<file path="src/rtl/imem_loader_pkg.sv">
// Shared types and widths for the instruction-memory boot loader.
package imem_loader_pkg;

   localparam int unsigned PROGRAM_ADDRESS_WIDTH = 32;
   localparam int unsigned INSTRUCTION_WIDTH     = 32;

   typedef enum logic [2:0] {
      IDLE,
      HDR,
      DATA,
      CSUM,
      DONE,
      ERR
   } loader_state_t;

   // States in which the loader is consuming stream bytes.
   function automatic logic is_stream_state(input loader_state_t s);
      return (s == HDR) || (s == DATA) || (s == CSUM);
   endfunction

endpackage

</file>
<file path="src/rtl/imem_loader_packer.sv">
// Little-endian byte-to-word packer: first accepted byte lands in bits 7:0.
// The completed word and its word_valid pulse are presented combinationally in
// the cycle the fourth byte is accepted, so the consumer can act with no bubble.
module byte_word_packer (
   input  logic        clk,
   input  logic        rst,
   input  logic        clear,
   input  logic [7:0]  byte_in,
   input  logic        accept,
   output logic [31:0] word,
   output logic        word_valid,
   output logic [1:0]  byte_idx
);

   logic [23:0] partial_q, partial_d;
   logic [1:0]  idx_q, idx_d;

   // Collect the lower three bytes and advance the byte index.
   always_comb begin
      partial_d = partial_q;
      idx_d     = idx_q;
      if (clear) begin
         partial_d = '0;
         idx_d     = '0;
      end else if (accept) begin
         case (idx_q)
            2'd0:    partial_d[7:0]   = byte_in;
            2'd1:    partial_d[15:8]  = byte_in;
            2'd2:    partial_d[23:16] = byte_in;
            default: ;
         endcase
         idx_d = idx_q + 2'd1;
      end
   end

   // Packer state register.
   always_ff @(posedge clk or negedge rst) begin
      if (!rst) begin
         partial_q <= '0;
         idx_q     <= '0;
      end else begin
         partial_q <= partial_d;
         idx_q     <= idx_d;
      end
   end

   // Fourth byte completes the word directly from the input.
   always_comb begin
      word       = {byte_in, partial_q};
      word_valid = accept && !clear && (idx_q == 2'd3);
      byte_idx   = idx_q;
   end

endmodule

</file>
<file path="src/rtl/imem_loader.sv">
// Boot-time instruction memory loader: header word count, packed instruction
// words, trailing 8-bit additive checksum. Holds the core until a verified image
// is resident.
module imem_loader
   import imem_loader_pkg::*;
#(
   parameter int unsigned ADDR_WIDTH      = PROGRAM_ADDRESS_WIDTH,
   parameter int unsigned BASE_ADDR       = 0,
   parameter int unsigned MEM_DEPTH_WORDS = 1024
) (
   input  logic                         clk,
   input  logic                         rst,
   input  logic                         start,
   input  logic [7:0]                   byte_data,
   input  logic                         byte_valid,
   output logic                         byte_ready,
   output logic                         mem_write_en,
   output logic [ADDR_WIDTH-1:0]        mem_address,
   output logic [INSTRUCTION_WIDTH-1:0] mem_write_data,
   output logic                         core_hold,
   output logic                         load_done,
   output logic                         load_error,
   output logic [ADDR_WIDTH-1:0]        words_loaded
);

   loader_state_t state_q, state_d;

   logic                         ready_q, ready_d;
   logic [31:0]                  count_q, count_d;
   logic [7:0]                   csum_q, csum_d;
   logic [ADDR_WIDTH-1:0]        words_q, words_d;
   logic                         we_q, we_d;
   logic [ADDR_WIDTH-1:0]        addr_q, addr_d;
   logic [INSTRUCTION_WIDTH-1:0] wdata_q, wdata_d;

   logic        accept;
   logic        pack_accept;
   logic        pack_clear;
   logic [31:0] pack_word;
   logic        pack_valid;
   logic [1:0]  pack_idx;

   assign accept      = byte_valid && ready_q;
   assign pack_accept = accept && ((state_q == HDR) || (state_q == DATA));

   byte_word_packer u_packer (
      .clk        (clk),
      .rst        (rst),
      .clear      (pack_clear),
      .byte_in    (byte_data),
      .accept     (pack_accept),
      .word       (pack_word),
      .word_valid (pack_valid),
      .byte_idx   (pack_idx)
   );

   // Next-state, datapath updates and decoded status outputs.
   always_comb begin
      state_d    = state_q;
      count_d    = count_q;
      csum_d     = csum_q;
      words_d    = words_q;
      we_d       = 1'b0;
      addr_d     = addr_q;
      wdata_d    = wdata_q;
      pack_clear = 1'b0;

      unique case (state_q)
         IDLE, DONE, ERR: begin
            if (start) begin
               state_d    = HDR;
               count_d    = '0;
               csum_d     = '0;
               words_d    = '0;
               pack_clear = 1'b1;
            end
         end
         HDR: begin
            if (pack_valid) begin
               count_d = pack_word;
               if (pack_word > MEM_DEPTH_WORDS) begin
                  state_d = ERR;
               end else if (pack_word == 32'd0) begin
                  state_d = CSUM;
               end else begin
                  state_d = DATA;
               end
            end
         end
         DATA: begin
            if (accept) begin
               csum_d = csum_q + byte_data;
            end
            if (pack_valid) begin
               // Strobe goes out on the next cycle with the just-completed word.
               we_d    = 1'b1;
               addr_d  = ADDR_WIDTH'(BASE_ADDR) + {words_q[ADDR_WIDTH-3:0], 2'b00};
               wdata_d = pack_word;
               words_d = words_q + ADDR_WIDTH'(1);
               if ((32'(words_q) + 32'd1) == count_q) begin
                  state_d = CSUM;
               end
            end
         end
         CSUM: begin
            // Packer is word-aligned here; the checksum byte never enters it.
            if (accept && (pack_idx == 2'd0)) begin
               state_d = (byte_data == csum_q) ? DONE : ERR;
            end
         end
         default: state_d = IDLE;
      endcase

      ready_d    = is_stream_state(state_d);
      load_done  = (state_q == DONE);
      load_error = (state_q == ERR);
      core_hold  = (state_q != DONE);
   end

   // State and datapath registers.
   always_ff @(posedge clk or negedge rst) begin
      if (!rst) begin
         state_q <= IDLE;
         ready_q <= 1'b0;
         count_q <= '0;
         csum_q  <= '0;
         words_q <= '0;
         we_q    <= 1'b0;
         addr_q  <= '0;
         wdata_q <= '0;
      end else begin
         state_q <= state_d;
         ready_q <= ready_d;
         count_q <= count_d;
         csum_q  <= csum_d;
         words_q <= words_d;
         we_q    <= we_d;
         addr_q  <= addr_d;
         wdata_q <= wdata_d;
      end
   end

   assign byte_ready     = ready_q;
   assign mem_write_en   = we_q;
   assign mem_address    = addr_q;
   assign mem_write_data = wdata_q;
   assign words_loaded   = words_q;

endmodule

</file>
<file path="config.mk">
export PLATFORM = sky130hd
export DESIGN_NAME = imem_loader
export DESIGN_NICKNAME = d
export VERILOG_FILES = /design/src/rtl/imem_loader_pkg.sv /design/src/rtl/imem_loader_packer.sv /design/src/rtl/imem_loader.sv
export SDC_FILE = /design/constraint.sdc
export NUM_CORES = 1
export LEC_CHECK = 0
export CAP_MARGIN = 20
export CORE_ASPECT_RATIO = 0.9
export CORE_MARGIN = 5
export CORE_UTILIZATION = 46
export CTS_CLUSTER_SIZE = 20
export DETAILED_ROUTE_END_ITERATION = 10
export PLACE_DENSITY = 0.69
export SLEW_MARGIN = 20
export SYNTH_ARGS = -nofsm -noshare
export SYNTH_HDL_FRONTEND = slang
export SYNTH_HIERARCHICAL = 1
export SYNTH_SLANG_ARGS = --single-unit
</file>
<file path="constraint.sdc">
create_clock -name clk -period 4.6 [get_ports clk]
set_input_delay 1.38 -clock clk [delete_from_list [all_inputs] [get_ports clk]]
set_output_delay 1.38 -clock clk [all_outputs]
set_load 0.005 [all_outputs]
</file>
# Word level (Yosys, flattened, before mapping)

Cells that the tools add are included.

Output and inout bits: 101
Word-level logic and storage cells: 88
Flip-flop bits (word level): 165
Input bits: 12

Equality and inequality tests: 18
Reduce and logical (&&, ||, !) cells: 26
$lt $le $gt $ge: 1
Muxes and demuxes: 28
$add $sub $neg: 3

Operators by type and width:

| operator                | number |
|---|---|
| $pmux W32 S2            | 2 |
| $mux W32                | 3 |
| $mux W24                | 2 |
| $mux W8                 | 5 |
| $add A32 B1 Y32 const B | 1 |
| $eq A32 B32 Y1          | 1 |
| $gt A32 B11 Y1 const B  | 1 |
| $logic_not A32 Y1       | 1 |
| $mux W3                 | 6 |
| $pmux W8 S2             | 1 |
| $eq A3 B2 Y1 const B    | 4 |
| $pmux W3 S4             | 1 |
| $reduce_bool A2 Y1      | 6 |
| $reduce_and A3 Y1       | 3 |
| $add A8 B8 Y8           | 1 |
| $eq A8 B8 Y1            | 1 |
| $ne A2 B2 Y1 const B    | 4 |
| $reduce_and A2 Y1       | 4 |
| $eq A3 B1 Y1 const B    | 2 |
| $eq A3 B3 Y1 const B    | 2 |
| $mux W1                 | 6 |
| $logic_and A1 B1 Y1     | 5 |
| $eq A2 B2 Y1 const B    | 2 |
| $mux W2                 | 2 |
| 8 further kinds         | 10 |

# Longest topological paths before layout

Gate-level depths: netlist (run 1).

Word-level depth: 11
Gate-level depth with buffers: 15
Depth with buffers taken out: 12

# By module

The synthesis (run 1) kept the hierarchy.

Modules (own cells, without submodules):

| module           | instances | cells an instance | area each (um^2) |
|---|---|---|---|
| imem_loader      | 1         | 847               | 7186.9 |
| byte_word_packer | 1         | 109               | 1301.2 |

# Worst setup path before layout (run 1)

No wires, ideal clock.

Kind: input port to flip-flop
From: in start
To: reg state_q[0]
Library setup time: 0.095 ns
Data arrival time: 3.742 ns
Path buffers: 2
Setup slack: 0.763 ns
Stages: 12
Path through: or3b_1 > clkbuf_1 > inv_2 > buf_2 > and3b_1 > nand3_1 > nor4_1 > o2111ai_1 > nor3_1 > nand4_1 > or4_1 > o31ai_1

Longest elaborated chain between the ends: 7

RTL lines:

| element                             | line                                 | text |
|---|---|---|
| start: declaration                  | imem_loader.sv:13                    | `input logic start,` |
| $mux W1 *                           | imem_loader.sv:70                    | `if (start) begin` |
| $mux W1 *                           | imem_loader.sv:68                    | `unique case (state_q)` |
| via pack_clear                      | imem_loader.sv:38                    | `logic pack_clear;` |
| $logic_not A1 Y1 *                  | imem_loader_packer.sv:50             | `word_valid = accept && !clear && (idx_q == 2'd3);` |
| $logic_and A1 B1 Y1 * (2 in series) | imem_loader_packer.sv:50             |  |
| via pack_valid                      | imem_loader.sv:40                    | `logic pack_valid;` |
| $mux W3, on equally long branches   | imem_loader.sv:94, imem_loader.sv:79 |  |
| $pmux W3 S4 *                       | imem_loader.sv:68                    |  |
| via state_d[0]                      | imem_loader.sv:26                    | `loader_state_t state_q, state_d;` |
| end signal: assignment              | imem_loader.sv:132                   | `state_q <= state_d;` |
| end: declaration                    | imem_loader.sv:26                    |  |

Mark *: on every way through the listed nets, which the timed path passes. The rest lies on a longest branch.
A chain may end at the register's enable or synchronous reset.

# Worst setup path in the final report (run 1)

From: in byte_valid
To: reg state_q[0]

Longest elaborated chain between the ends: 6

RTL lines:

| element                             | line                                 | text |
|---|---|---|
| start: declaration                  | imem_loader.sv:15                    | `input logic byte_valid,` |
| $logic_and A1 B1 Y1 *               | imem_loader.sv:43                    | `assign accept = byte_valid && ready_q;` |
| $logic_and A1 B1 Y1 *               | imem_loader.sv:44                    | `assign pack_accept = accept && ((state_q == HDR) \|\| (state_q == DATA));` |
| via pack_accept                     | imem_loader.sv:37                    | `logic pack_accept;` |
| $logic_and A1 B1 Y1 * (2 in series) | imem_loader_packer.sv:50             |  |
| via pack_valid                      | imem_loader.sv:40                    |  |
| $mux W3, on equally long branches   | imem_loader.sv:94, imem_loader.sv:79 |  |
| $pmux W3 S4 *                       | imem_loader.sv:68                    |  |
| via state_d[0]                      | imem_loader.sv:26                    |  |

Marked as above.

==> results.md, run 1 <==
- Post-Syn Area per Cell: between 8 and 9 um^2
- Slew HR: 45.5%
- RR Startpoint: words_loaded[0]$_DFFE_PN0P_
- Post-Route M1 WL: just over 10 mm
- Least-Margin Pin Slew: roughly 0.82 ns
- Post-DP HPWL: ~15 mm
- Proportion of synthesized area in mux cells: under 10%
- Avg WL per Cell: around 16 um
- Cell depth of the worst hold path: 2
- Hold buffer count at CTS: 0
- Post-Route Setup TNS: 0 ns
- Vias: about 7,000
- Worst Path Required: ~4.9 ns
- CTS Sinks: approximately 170
- Clock Path Buffers: 2
- Largest family of logic cells by synthesized area: simple AND/OR/NAND/NOR gates
- RSZ-0062 raised after global routing: no
- Final hold viol count: 0
- Clk slew on worst S/H paths: 0.06 ns
- Share of the synthesized area in the top cell type: 48.6%
- Min Tclk post-route: ~3.8 ns
- Switching share of power: between 30% and 40%
- Die Height: approximately 140 um
- EDFF count, synth: 0
- Leakage: a little under 5 nW
- MaxCap Viol Count: 0
- Vias in the first global route: 6,544
- Register area share after synthesis: 48.6%
- GPL Wtd Cong: 0.876
- Worst path max stage delay: 0.52 ns
- Antenna cell count: 0
- CTS tree: done
- Final Skew: roughly 0.012 ns
- Fin crit share: between 80 and 90%
- Hold Crit Class: flip-flop to flip-flop
- Rows: between 40 and 50
- Vias per inst: around 5.4
- Critical path class: input pin to flip-flop
- Status: finished, final reports clean
- Cts repair resizes: 0
- Arr. time, crit path: 4.17 ns
- CP startpoint kind: input pin
- Final slew viol count: 0
- Most frequent cells in the layout: 279 x nand2_1, 165 x dfrtp_1, 109 x clkdlybuf4s50_1
- Simple-gate share of the synthesized area: 24.4%
- Final worst slack: 0.775 ns
- P_sw: roughly 0.0014 W
- Post-Syn Area: around 8500 um^2
- Proportion of layout cells with a drive suffix above 1: 5.95%
- Global-route wire length before repair: between 30 and 40 mm
- Met3 routed WL: roughly 1.3 mm
- Synth cell types: 59
- PortBufs: 110
- Largest net degree at the start of global routing: just under 90
- Wire length on met2: approximately 9.3 mm
- CP cell instances: clkdlybuf4s50_1, nand2_1, nor3_1, and3b_1, nand3_4, nor4_1, o2111ai_1, nor3_1, nand4_1, or4_1, o31ai_1
- Pwr Density: 433 nW/um^2
- Fill count: 1,648
- P_int: 0.00304 W
- Setup Viol. Count Final: 0
- Mapped Cells: between 900 and 1,000
- Place WS: roughly 0.35 ns
- Core Region: 18,300 um^2
- Full die area: 21,300 um^2
- Gate power share: between 20% and 30%
- Hold_ws: about 0.47 ns
- Area leader, netlist: dfrtp_1
- Cell mode on critical path: nor3_1
- Remaining DRCs: 0
- GRT Overall Usage: about 20%
- Hold path start: mem_address[13]$_DFFE_PN0P_
- Flop2flop setup slack: 1.19 ns
- Crit Reg-Reg Endpoint: state_q[0]$_DFF_PN0_
- WHS Endpoint: mem_address[13]$_DFFE_PN0P_
- Total iterations of the first detailed-routing run: 5
- Total grt overflow: 0
- Routed WL: around 21 mm
- Compound-cell area share of the yosys netlist: 11.1%
- Clock power share: 33.6%
- Sequential power share: a little over two fifths
- Final cell count without fillers: around 1,300
- Reg2Reg Depth: 9
- Top_reg_cell synth: dfrtp_1
- 1st-iter DRT viols: 563
- Initial core utilization: 46.4%
- Synth Warn #: 6
- Post-Route Utilization: a little under three fifths
- Slowest stage cell, crit path: or4_1
- Uppermost layer routed: met4
- Root Buffer: clkbuf_16
- Max VDD drop: between 0.2 and 0.3 mV
- Initial antenna violation count: 0
- Die width: between 150 and 200 um
- Post-CTS Setup Bufs: 0
- Commonest non-fill, non-tap cell in the layout: nand2_1
- H-Tree Depth: 4
- Layout area overhead: 21.5%
- Placed cell count: about 1,300
- XOR/XNOR share of the synthesized area: under 10%
- Async S/R FF share, synth: 100%
- Clock latency on the worst-skew pair: 0.44 ns
- ANT nets after route: 0
- Crit path capture type: flip-flop
- Post-Synth Adder-Cell Area: under 10%
- Max Fanout on Critical Path: 4
- Total CTS buffers: 17
- Final nets: about 1,100
- FF+latch count, synth: approximately 170
- Highest clock rate: 261 MHz
- Num ports: 113
- Synth top area cells: dfrtp_1 49%, nand2_1 12%, o21ai_0 5.1%
-- critical path: cells and delay by family --
family          cells  cell delay (ns)
compound gates      2             0.40
simple gates        8             1.91
buf+inv             1             0.48
-- worst max path at each step --
| stage | from | to | slack [ns] |
|---|---|---|---|
| final | byte_valid | state_q[0]$_DFF_PN0_ | 0.77 |
| after global routing | byte_valid | state_q[0]$_DFF_PN0_ | 0.49 |
| after CTS | byte_valid | state_q[0]$_DFF_PN0_ | 0.75 |
| after detailed placement | byte_valid | state_q[0]$_DFF_PN0_ | 0.35 |
| after global placement | byte_valid | state_q[0]$_DFF_PN0_ | 0.44 |
| after floorplan | start | state_q[0]$_DFF_PN0_ | 0.76 |
-- synthesized netlist by cell type, types with 3 or more instances --
| cell type | number |
|---|---|
| nand2_1 | 279 |
| a21oi_1 | 21 |
| mux2_2 | 3 |
| nor2b_1 | 3 |
| nor4_1 | 12 |
| nor3_1 | 14 |
| o21ai_0 | 86 |
| and3_1 | 9 |
| o31ai_1 | 21 |
| clkbuf_1 | 40 |
| nor2_1 | 33 |
| xnor2_1 | 30 |
| buf_4 | 15 |
| nand4_1 | 14 |
| xor2_1 | 25 |
| a21o_1 | 5 |
| o211ai_1 | 3 |
| dfrtp_1 | 165 |
| nand2b_1 | 35 |
| buf_1 | 4 |
| a31oi_1 | 9 |
| o22ai_1 | 3 |
| inv_1 | 10 |
| and2_1 | 4 |
| buf_2 | 9 |
| ha_1 | 12 |
| mux2i_1 | 27 |
| nand3_1 | 22 |
| a211oi_1 | 3 |
-- area by class of cell --
class / instances / area [um^2] / share of cell area [%]
repair buffers: 126 / 1230 / 12.0
multi-input cells: 710 / 4000 / 38.8
clock inverters: 9 / 154 / 1.49
inverters: 11 / 41.3 / 0.400
clock buffers: 21 / 450 / 4.37
flip-flops and latches: 165 / 4130 / 40.0
well taps: 245 / 307 / 2.97
-- stage by stage --
step                      area (um^2)  total power (W)
final                           10300          0.00447
after global routing            10300          0.00474
after CTS                       10300          0.00449
after detailed placement         9710          0.00299
after global placement           9710          0.00296
after floorplan                  8490          0.00268
-- routing by layer --
metal  global-route usage (%)  up-vias
li1                         -     3368
met3                     5.09       27
met5                        0        -
met2                     29.8      209
met1                     30.3     3347
met4                     4.64        0
-- registers in the layout, summed over array words and instances (netlist names) --
name                count
byte_ready              1
count_q                32
csum_q                  8
mem_address            30
mem_write_data         32
mem_write_en            1
state_q                 3
u_packer/byte_idx       2
u_packer/partial_q     24
words_loaded           32
-- power groups by stage --
stage / sequential [W] / clock (W) / combinational (W)
global placement: 0.00197 / 0 / 0.000995
CTS: 0.00194 / 0.00152 / 0.00102
detailed placement: 0.00197 / 0 / 0.00102
floorplan: 0.00187 / 0 / 0.000803
finish: 0.00195 / 0.00150 / 0.00102
global route: 0.00198 / 0.00158 / 0.00117
-- cells by family (layout without fill, tap and decap cells) --
kind of cell	count (synthesis)	count (layout)
XOR/XNOR	55	55
buffers and inverters	82	167
adder cells (fa/ha/maj)	13	13
AO/OA/AOI/OAI	162	162
other	1	2
flip-flops	165	165
AND/OR/NAND/NOR	448	448
multiplexers	30	30
No activity file was read; power rests on OpenSTA's default activity.
==> inputs of run 2 (changes only) <==
==> constraint.sdc (replaced) <==
create_clock -name clk -period 4 [get_ports clk]
set_input_delay 1.2 -clock clk [delete_from_list [all_inputs] [get_ports clk]]
set_output_delay 1.2 -clock clk [all_outputs]
set_load 0.005 [all_outputs]
==> run 2 against run 1 <==
- clock power grew 4%
- first-iteration DRC count shrank 12%
- count of clock-buffer cells in the layout is the same
- cell area grew 0.27%
- sequential cell count is the same
- clock skew is essentially flat
- worst hold slack is essentially flat
==> results.md, run 2 (same netlist as run 1, synthesis figures left out) <==
- Clk slew on worst S/H paths: about 0.060 ns
- Vias in the first global route: 6,584
- Worst Path Required: between 4 and 5 ns
- Pwr Density: 485 nW/um^2
- Rows: 47
- 1st-iter DRT viols: about 500
- Most frequent cells in the layout: 279 x nand2_1, 165 x dfrtp_1, 109 x clkdlybuf4s50_1
- Status: finished, final reports clean
- Initial antenna violation count: 0
- Avg WL per Cell: 16.3 um
- Post-CTS Setup Bufs: 0
- Final nets: about 1,100
- Num ports: between 100 and 150
- Vias per inst: approximately 5.3
- P_sw: approximately 0.0017 W
- Worst Setup EP: state_q[0]$_DFF_PN0_
- Reg2Reg Depth: 9
- H-Tree Depth: 4
- Full die area: 21,300 um^2
- Total iterations of the first detailed-routing run: 4
- Hold Crit Class: flip-flop to flip-flop
- Crit path capture type: flip-flop
- CTS tree: done
- Total CTS buffers: 17
- Post-Route Setup TNS: 0 ns
- Worst Setup SP: byte_valid
- Critical path class: input pin to flip-flop
- Slowest stage cell, crit path: or4_1
- Min Tclk post-route: ~3.5 ns
- CP delay by family, top: simple AND/OR/NAND/NOR gates
- ANT nets after route: 0
- Flop2flop setup slack: approximately 0.76 ns
- MaxCap Viol Count: 0
- Cts repair resizes: 0
- Total grt overflow: 0
- Sequential power share: between 40% and 50%
- Highest clock rate: between 200 and 300 MHz
- Placed cell count: between 1,000 and 1,500
- Layout area overhead: 21.8%
- RSZ-0062 raised after global routing: no
- PortBufs: 110
- Slew HR: roughly 45%
- Arr. time, crit path: between 3 and 4 ns
- Vias: between 6,000 and 7,000
- CP startpoint kind: input pin
- Setup Viol. Count Final: 0
- Critical path buffers and inverters: 1
- Crit Reg-Reg Endpoint: state_q[0]$_DFF_PN0_
- CTS Sinks: 165
- Max Fanout on Critical Path: 2
- Largest net degree at the start of global routing: roughly 110
- Die Height: around 140 um
- Leakage: 4.92 nW
- Post-DP HPWL: ~15 mm
- Final slew viol count: 0
- Worst path max stage delay: roughly 0.52 ns
- Fin crit share: between 80% and 90%
- Final hold viol count: 0
- Overall power: about 0.005 W
- Remaining DRCs: 0
- Fill count: around 1,600
- Least-Margin Pin Slew: between 0.8 and 0.9 ns
- Proportion of layout cells with a drive suffix above 1: roughly 6.6%
- Clock latency on the worst-skew pair: roughly 0.43 ns
- Commonest non-fill, non-tap cell in the layout: nand2_1
- Root Buffer: clkbuf_16
- Final cell count without fillers: ~1,300
- GRT Overall Usage: 20.1%
- Worst path depth: 11
- Routed WL: approximately 21 mm
- Core Region: about 18,000 um^2
- Switching share of power: between 30% and 40%
- Clock Path Buffers: 2
- Hold buffer count at CTS: 0
- GPL Wtd Cong: a little under 0.9
- Max VDD drop: approximately 0.43 mV
- Clock power share: 31.1%
- Gate power share: roughly a quarter
- Die width: between 150 and 200 um
- RR Startpoint: words_loaded[0]$_DFFE_PN0P_
- CP cell instances: clkdlybuf4s50_1, nand2_1, nor3_1, and3b_1, nand3_4, nor4_1, o2111ai_1, nor3_1, nand4_1, or4_1, o31ai_1
- Final Skew: between 0.01 and 0.015 ns
- Global-route wire length before repair: about 35 mm
- P_int: 0.00336 W
- Cell mode on critical path: nor3_1
- Antenna cell count: 0
- Initial core utilization: a little under half
run 2: cell types whose count changed in the layout (fill, tap and decap cells not counted):
cell       previous run  this run
clkinv_4              1         5
buf_12                1         4
bufinv_16             4         1
buf_4                15        16
clkbuf_1              3         2
clkbuf_8              1         2
clkinv_2              2         3
run 2: per-layer routing:
| layer | GRT usage [%] | wire length (um) | up-vias |
|---|---|---|---|
| li1 | - | - | 3384 |
| met1 | 30.2 | 10400 | 3259 |
| met2 | 29.9 | 9300 | 211 |
| met3 | 4.52 | 1190 | 23 |
| met4 | 4.41 | 244 | 0 |
| met5 | 0 | 0 | - |
run 2: final cells by class:
| type | instances | area (um^2) | share of cell area (%) |
|---|---|---|---|
| clock buffers | 21 | 460 | 4.45 |
| clock inverters | 11 | 104 | 1.00 |
| multi-input cells | 710 | 4000 | 38.7 |
| well taps | 245 | 307 | 2.96 |
| repair buffers | 130 | 1300 | 12.6 |
| inverters | 11 | 41.3 | 0.399 |
| flip-flops and latches | 165 | 4130 | 39.9 |
run 2: how the worst min path moves through the flow:
stage                                         from                              to  slack [ns]  depth (start not counted)
floorplan                  count_q[11]$_DFFE_PN0P_         count_q[11]$_DFFE_PN0P_        0.47                          2
global placement        mem_address[6]$_DFFE_PN0P_      mem_address[6]$_DFFE_PN0P_        0.46                          2
detailed placement  mem_write_data[13]$_DFFE_PN0P_  mem_write_data[13]$_DFFE_PN0P_        0.46                          2
CTS                 mem_write_data[23]$_DFFE_PN0P_  mem_write_data[23]$_DFFE_PN0P_        0.48                          2
global route           mem_address[15]$_DFFE_PN0P_     mem_address[15]$_DFFE_PN0P_        0.49                          2
finish                 mem_address[15]$_DFFE_PN0P_     mem_address[15]$_DFFE_PN0P_        0.47                          2
run 2: through the flow:
step	area (um^2)	setup WS (ns)	util, %	hold slack [ns]
after global routing	10300	0.277	56.5	0.487
after detailed placement	9780	0.0701	53.5	0.462
after floorplan	8490	0.343	-	0.469
after CTS	10300	0.485	56.5	0.478
final	10300	0.468	56.5	0.474
after global placement	9780	0.133	53.5	0.459
run 2: power groups by stage:
stage                     sequential (W)  combinational, W  clock, W
final                            0.00225           0.00121   0.00156
after global routing             0.00229           0.00137   0.00166
after CTS                        0.00224           0.00121   0.00159
after detailed placement         0.00227           0.00121         0
after global placement           0.00227           0.00118         0
after floorplan                  0.00216          0.000923         0
run 2: worst min-delay path, cell delays in order, from the launching register on:
cell	delay, ns
dfrtp_1	0.34
nand2_1	0.05
nand2_1	0.05
